### config.mk
export PLATFORM = sky130hd
export DESIGN_NAME = fwd_sel_pipe
export DESIGN_NICKNAME = d
export VERILOG_FILES = /design/src/rtl/fwd_sel_pipe_pkg.sv /design/src/rtl/fwd_sel_pipe_stage.sv /design/src/rtl/fwd_sel_pipe.sv
export SDC_FILE = /design/constraint.sdc
export NUM_CORES = 1
export LEC_CHECK = 0
export BUFFER_PORTS_ARGS = -buffer_cell sky130_fd_sc_hd__buf_2
export CAP_MARGIN = 5
export CORE_ASPECT_RATIO = 0.6
export CORE_MARGIN = 10
export CORE_UTILIZATION = 38
export DETAILED_ROUTE_END_ITERATION = 8
export PLACE_DENSITY = 0.77
export SLEW_MARGIN = 25
export SYNTH_ARGS = -nofsm -noshare
export SYNTH_HDL_FRONTEND = slang
export SYNTH_SLANG_ARGS = --single-unit
### constraint.sdc
create_clock -name clk -period 1.2 [get_ports clk]
set_clock_uncertainty 0.05 [all_clocks]
set_input_delay 0.12 -clock clk [delete_from_list [all_inputs] [get_ports clk]]
set_output_delay 0.12 -clock clk [all_outputs]
set_load 0.005 [all_outputs]
### src/rtl/fwd_sel_pipe_pkg.sv
// Shared datapath widths and forwarding-select encodings for the EX-stage operand muxes.
package fwd_sel_pipe_pkg;

  localparam int unsigned DATA_W    = 32;
  localparam int unsigned FWD_SEL_W = 2;

  // Encodings shared with the hazard/forwarding unit
  typedef enum logic [FWD_SEL_W-1:0] {
    FWD_REG   = 2'd0,
    FWD_EXMEM = 2'd1,
    FWD_MEMWB = 2'd2,
    FWD_IMM   = 2'd3
  } fwd_sel_e;

endpackage

### src/rtl/fwd_sel_pipe_stage.sv
// One pipeline register stage carrying valid, data and select with stall/flush control.
module fwd_sel_pipe_stage #(
  parameter int unsigned WIDTH = 32,
  parameter int unsigned SEL_W = 2
) (
  input  logic             clk,
  input  logic             rst,
  input  logic             stall,
  input  logic             flush,
  input  logic             prev_valid,
  input  logic [WIDTH-1:0] prev_data,
  input  logic [SEL_W-1:0] prev_sel,
  output logic             valid,
  output logic [WIDTH-1:0] data,
  output logic [SEL_W-1:0] sel
);

  // Flush beats stall; data is captured regardless of valid
  always_ff @(posedge clk or posedge rst) begin
    if (rst) begin
      valid <= 1'b0;
      data  <= '0;
      sel   <= '0;
    end else if (flush) begin
      valid <= 1'b0;
      data  <= '0;
      sel   <= '0;
    end else if (!stall) begin
      valid <= prev_valid;
      data  <= prev_data;
      sel   <= prev_sel;
    end
  end

endmodule

### src/rtl/fwd_sel_pipe.sv
// N-input operand-select mux with LAT registered stages and out-of-range select tracking.
module fwd_sel_pipe
  import fwd_sel_pipe_pkg::*;
#(
  parameter int unsigned WIDTH  = DATA_W,
  parameter int unsigned NUM_IN = 4,
  parameter int unsigned SEL_W  = FWD_SEL_W,
  parameter int unsigned LAT    = 1,
  parameter int unsigned CNT_W  = 8
) (
  input  logic                    clk,
  input  logic                    rst,
  input  logic                    in_valid,
  input  logic [SEL_W-1:0]        sel,
  input  logic [NUM_IN*WIDTH-1:0] data_in,
  input  logic                    stall,
  input  logic                    flush,
  input  logic                    clr_err,
  output logic                    out_valid,
  output logic [WIDTH-1:0]        data_out,
  output logic [SEL_W-1:0]        sel_out,
  output logic                    err_sticky,
  output logic [CNT_W-1:0]        err_cnt
);

  if (LAT < 1 || LAT > 3) begin : g_bad_lat
    $error("fwd_sel_pipe: LAT must be 1..3");
  end
  if (NUM_IN < 2) begin : g_bad_num_in
    $error("fwd_sel_pipe: NUM_IN must be at least 2");
  end
  if ((64'd1 << SEL_W) < 64'(NUM_IN)) begin : g_bad_sel_w
    $error("fwd_sel_pipe: SEL_W too narrow for NUM_IN");
  end

  logic [WIDTH-1:0] pick_c;
  logic             oor_c;
  logic             accept_oor_c;

  // Unmatched selects fall through to zero data and the out-of-range flag
  always_comb begin
    pick_c = '0;
    oor_c  = 1'b1;
    for (int unsigned k = 0; k < NUM_IN; k++) begin
      if (sel == SEL_W'(k)) begin
        pick_c = data_in[k*WIDTH +: WIDTH];
        oor_c  = 1'b0;
      end
    end
  end

  logic             stg_valid [LAT];
  logic [WIDTH-1:0] stg_data  [LAT];
  logic [SEL_W-1:0] stg_sel   [LAT];

  for (genvar i = 0; i < LAT; i++) begin : g_stage
    if (i == 0) begin : g_head
      fwd_sel_pipe_stage #(.WIDTH(WIDTH), .SEL_W(SEL_W)) u_stage (
        .clk        (clk),
        .rst        (rst),
        .stall      (stall),
        .flush      (flush),
        .prev_valid (in_valid),
        .prev_data  (pick_c),
        .prev_sel   (sel),
        .valid      (stg_valid[i]),
        .data       (stg_data[i]),
        .sel        (stg_sel[i])
      );
    end else begin : g_tail
      fwd_sel_pipe_stage #(.WIDTH(WIDTH), .SEL_W(SEL_W)) u_stage (
        .clk        (clk),
        .rst        (rst),
        .stall      (stall),
        .flush      (flush),
        .prev_valid (stg_valid[i-1]),
        .prev_data  (stg_data[i-1]),
        .prev_sel   (stg_sel[i-1]),
        .valid      (stg_valid[i]),
        .data       (stg_data[i]),
        .sel        (stg_sel[i])
      );
    end
  end

  assign out_valid = stg_valid[LAT-1];
  assign data_out  = stg_data[LAT-1];
  assign sel_out   = stg_sel[LAT-1];

  assign accept_oor_c = in_valid & ~stall & ~flush & oor_c;

  // Clear takes effect before a same-edge increment
  always_ff @(posedge clk or posedge rst) begin
    if (rst) begin
      err_sticky <= 1'b0;
      err_cnt    <= '0;
    end else if (clr_err) begin
      err_sticky <= accept_oor_c;
      err_cnt    <= accept_oor_c ? CNT_W'(1) : '0;
    end else if (accept_oor_c) begin
      err_sticky <= 1'b1;
      if (err_cnt != {CNT_W{1'b1}}) begin
        err_cnt <= err_cnt + CNT_W'(1);
      end
    end
  end

endmodule

# After elaboration in Yosys (flattened, before gate mapping)
# Cells that the tools add are included.
# totals
ff_bits,44
word_cells,40
out_inout_bits,44
# classes
bitwise_logic,5
addsub,1
reduce_logical,4
eq_ne,5
mux,20
# ops
operator,n
$mux W32,6
$mux W8,3
$mux W1,9
$add A8 B1 Y8 const B,1
$ne A8 B8 Y1 const B,1
$eq A2 B2 Y1 const B,2
$mux W2,2
$reduce_bool A2 Y1,2
$and A1 B1 Y1,3
$eq A2 B1 Y1 const B,1
$logic_not A2 Y1,1
$ne A2 B1 Y1 const B,1
$not A1 Y1,2
$reduce_and A2 Y1,1

# Logic depth before layout (Yosys ltp)
# logic_depth
ltp_word,8
depth_mapped,5

# Hierarchy
# Synthesis repeated with hierarchy kept, for this count alone.
# unflattened
cells_unflattened,172
area_unflattened_um2,2551.2
# by_module_without_submodules
module,cells_each,instances,area_per_inst_um2,seq_area_each_um2
fwd_sel_pipe_stage,114,1,1451.4,875.8
fwd_sel_pipe,58,1,1099.8,225.2

# Worst setup path after synthesis
# OpenSTA, ideal clock, no wires.
# synth_path
path_type,input to register
from,input port stall
to,register g_stage[0].g_head.u_stage.data[0]
arrival_time_ns,1.032
setup_slack_ns,0.032
t_required_ns,1.064
n_path_buf,3
path_stages,5
path_cell_list,buf_6 -> or3b_1 -> buf_6 -> buf_12 -> o221ai_2
# synth_between
elab_chain_cells,1
# synth_rtl
element,line,text
from (decl),fwd_sel_pipe.sv:16,"input logic stall,"
$ne A2 B1 Y1 (no line),-,
to (signal assigned),fwd_sel_pipe_stage.sv:30,data <= prev_data;
to (decl),fwd_sel_pipe_stage.sv:14,"output logic [WIDTH-1:0] data,"
# Every way passes these cells.
# A chain may end at the register's enable or synchronous reset.

# Worst setup path after layout
# layout_path
from,input port sel[1]
to,register g_stage[0].g_head.u_stage.data[22]
# layout_between
elab_chain_cells,7
word_cells_on_any_way,10
classes_between,eq/ne (3); mux (6); reduce/logical (1)
# layout_rtl
element,line,text
from (decl),fwd_sel_pipe.sv:14,"input logic [SEL_W-1:0] sel,"
$logic_not A2 Y1,fwd_sel_pipe.sv:45,if (sel == SEL_W'(k)) begin
$mux W32 (3 in a row),fwd_sel_pipe.sv:45,
$mux W32 (*),fwd_sel_pipe.sv:45,
$mux W32 (*),fwd_sel_pipe_stage.sv:28,end else if (!stall) begin
$mux W32 (*),fwd_sel_pipe_stage.sv:24,end else if (flush) begin
# Mark *: on every way between the ends. The rest lies on a longest branch, timed or not. The select of a mux whose other input is x is not followed.

==> reports/results.tsv <==
stage	metric	value	unit
outcome	outcome	complete, no violations	
route	post-DR vias/cell	5.17	
timing	Peak Freq	962	MHz
timing	TNS Setup	0	ps
clock_tree	Worst-Skew Late Latency	280	ps
clock_tree	Num CTS Buffers	5	
clock_tree	Resized Gates After CTS	0	
clock_tree	H-tree levels	2	
timing	final hold violations	0	
power_and_ir_drop	Sw Ratio	0.256	
route	Routed WL	9.53	mm
clock_tree	Sink Count	44	
power_and_ir_drop	Clk pwr share	0.384	
critical_path	crit path from	sel[1]	
synthesis	flops & latches, synth	44	
critical_path	critical path type	in -> reg	
finish	share of cells above drive strength 1	0.593	
finish	Register Area	0.00110	mm2
timing	final setup violation count	0	
global_routing	GRT Util Overall	0.161	
route	total vias in the final route	2455	
synthesis	area leader, netlist	dfrtp_1	
critical_path	Crit. End Element	flip-flop	
finish	most frequent cells in the layout	buf_2 (178), mux2i_1 (67), dfrtp_1 (44)	
route	Residual DRC	0	
job	Max-cap violations	0	
finish	Multi-input gate area	0.00146	mm2
synthesis	Ys Warns	0	
synthesis	cells after synthesis	212	
critical_path	CP Data Arrival Time	1180	ps
critical_path	crit path launch type	input pin	
power_and_ir_drop	Leak	2.09	nW
place	placed cell count	466	
die	Top-Level Pins	180	
synthesis	Post-Syn Area per Cell	12.9	um2
die	Die ar.	0.0111	mm2
timing	Max-Slew Margin vs Limit	0.796	
timing	unrepaired setup endpoints after global routing	false	
finish	Finished Layout Cells	475	
critical_path	WP data required	1340	ps
critical_path	crit path max fanout	14	
finish	Layout Nets	523	
synthesis	Distinct cells, synth	15	
clock_tree	clk root buf	clkbuf_16	
global_routing	first-pass GRT wire length	14.5	mm
power_and_ir_drop	Sw Pwr	1.04	mW
synthesis	synth top area cells	dfrtp_1 (40%), mux2i_1 (25%), o221ai_2 (17%)	
place	Final GP Congestion	0.807	
finish	n_diodes	0	
power_and_ir_drop	Internal	3.02	mW
power_and_ir_drop	Power Dens Cells	1040	mW/mm2
route	DRT iter0 DRCs	153	
place	number of I/O port buffers	179	
timing	max-slew violation count	0	
route	drt first pass iters	4	
finish	Layout fillers	576	
synthesis	syn_nets	348	
worst_hold_path	Worst Hold Class	in -> reg	
global_routing	largest net degree at the start of global routing	45	
global_routing	initial antenna violation count	0	
timing	Final Cycle Share	0.866	
die	chip height	85.6	um
die	Die X	129	um
clock_tree	CTS tree	done	
power_and_ir_drop	Peak VDD IR	0.000538	V
clock_tree	CTS Buffer Depth	2	
timing	min Tclk post-route	1040	ps
power_and_ir_drop	sequential cell fraction of total power	0.400	
worst_hold_path	Hold Crit Start	in_valid	
synthesis	share of the synthesized area in the top cell type	0.404	
synthesis	Seq/Total Area, Yosys	0.404	
place	Place WS	-127	ps
global_routing	vias in the first global route	2744	
die	initial core utilization	0.400	
die	core area	0.00682	mm2
synthesis	post-synthesis instance area	0.00273	mm2
critical_path	worst reg2reg startpoint	g_stage[0].g_head.u_stage.sel[1]$_DFFE_PP0P_	
place	DP HPWL	7.69	mm
clock_tree	Reg clk slew, reported paths	60	ps
global_routing	GRT Residual Overflow	0	
timing	final worst slack	161	ps
die	FP Rows	23	
route	post-route ant nets	0	
route	WL/cell	20.1	um
finish	commonest non-fill, non-tap cell in the layout	buf_2	
finish	Synth-to-Final Area Change	43.5	%
power_and_ir_drop	Total Power	4.05	mW
power_and_ir_drop	Logic pwr share	0.216	
timing	Worst-Margin Slew	306	ps
==> sequential cells by signal, summed over array words and instances, names as in the netlist <==
name                          flops
g_stage.g_head.u_stage.data      32
err_cnt                           8
g_stage.g_head.u_stage.sel        2
err_sticky                        1
g_stage.g_head.u_stage.valid      1
==> power groups by stage <==
stage / Combinational (mW) / Sequential (mW) / Clock [mW]
4_1_cts: 0.887 / 1.62 / 1.59
5_1_grt: 0.958 / 1.63 / 1.67
3_5_place_dp: 0.885 / 1.64 / 0
6_report: 0.875 / 1.62 / 1.56
2_1_floorplan: 0.443 / 1.65 / 0
3_3_place_gp: 0.861 / 1.64 / 0
==> cells by family after synthesis <==
family	after synthesis	share of synthesized area
multiplexers	67	0.246
AND/OR/NAND/NOR	46	0.118
flip-flops	44	0.404
AO/OA/AOI/OAI	32	0.172
buffers and inverters	23	0.0601
==> critical path, cell delays in order <==
cell and delay (ps):
buf_2 110, or3_2 530, buf_4 240, o221ai_1 170
==> final timing paths <==
path                                                                  end  slack (ps)  cells past startpoint
max in group asynchronous                          err_cnt[1]$_DFFE_PP0P_         480                      4
min                           g_stage[0].g_head.u_stage.valid$_DFFE_PP0P_          50                      3
min in group asynchronous                          err_cnt[4]$_DFFE_PP0P_         380                      4
max                        g_stage[0].g_head.u_stage.data[22]$_DFFE_PP0P_         160                      4
max reg2reg                  g_stage[0].g_head.u_stage.sel[1]$_DFFE_PP0P_         410                      2
min reg2reg                                        err_cnt[1]$_DFFE_PP0P_         450                      1
==> through the flow <==
step	hold WS (ps)	util	cell area (um2)
global route	63.3	0.573	3910
finish	54.0	0.573	3910
global placement	139	0.547	3730
CTS	51.6	0.573	3910
floorplan	74.2	-	2730
detailed placement	146	0.547	3730
==> area by class of cell <==
type                       count  area share
multi-input combinational    145       0.374
timing repair buffer         190       0.271
clock inverter                 3      0.0122
clock buffer                   5      0.0320
tap                           87      0.0278
inverter                       1     0.00192
sequential                    44       0.282
==> per-layer routing <==
| metal | wire length (um) | global-route usage | up-vias |
|---|---|---|---|
| met2 | 4360 | 0.262 | 136 |
| met4 | 28 | 0.0247 | 0 |
| met1 | 3960 | 0.196 | 1147 |
| li1 | - | - | 1170 |
| met3 | 1180 | 0.0738 | 2 |
| met5 | 0 | 0 | - |
==> repair_timing <==
item                      CTS  global route
hold buffers                1             0
hold endpoints to repair   44             0
buffers inserted            0             0
==> synthesized netlist by cell type <==
cell,number
buf_4,1
or3b_1,1
inv_1,1
dfrtp_1,44
buf_2,8
buf_6,2
o221ai_1,2
nor2_1,3
o221ai_2,30
or3_1,1
buf_12,3
clkbuf_1,8
mux2i_1,67
nor2b_1,9
nand3b_1,32
Power figures use the tool's default switching activity.
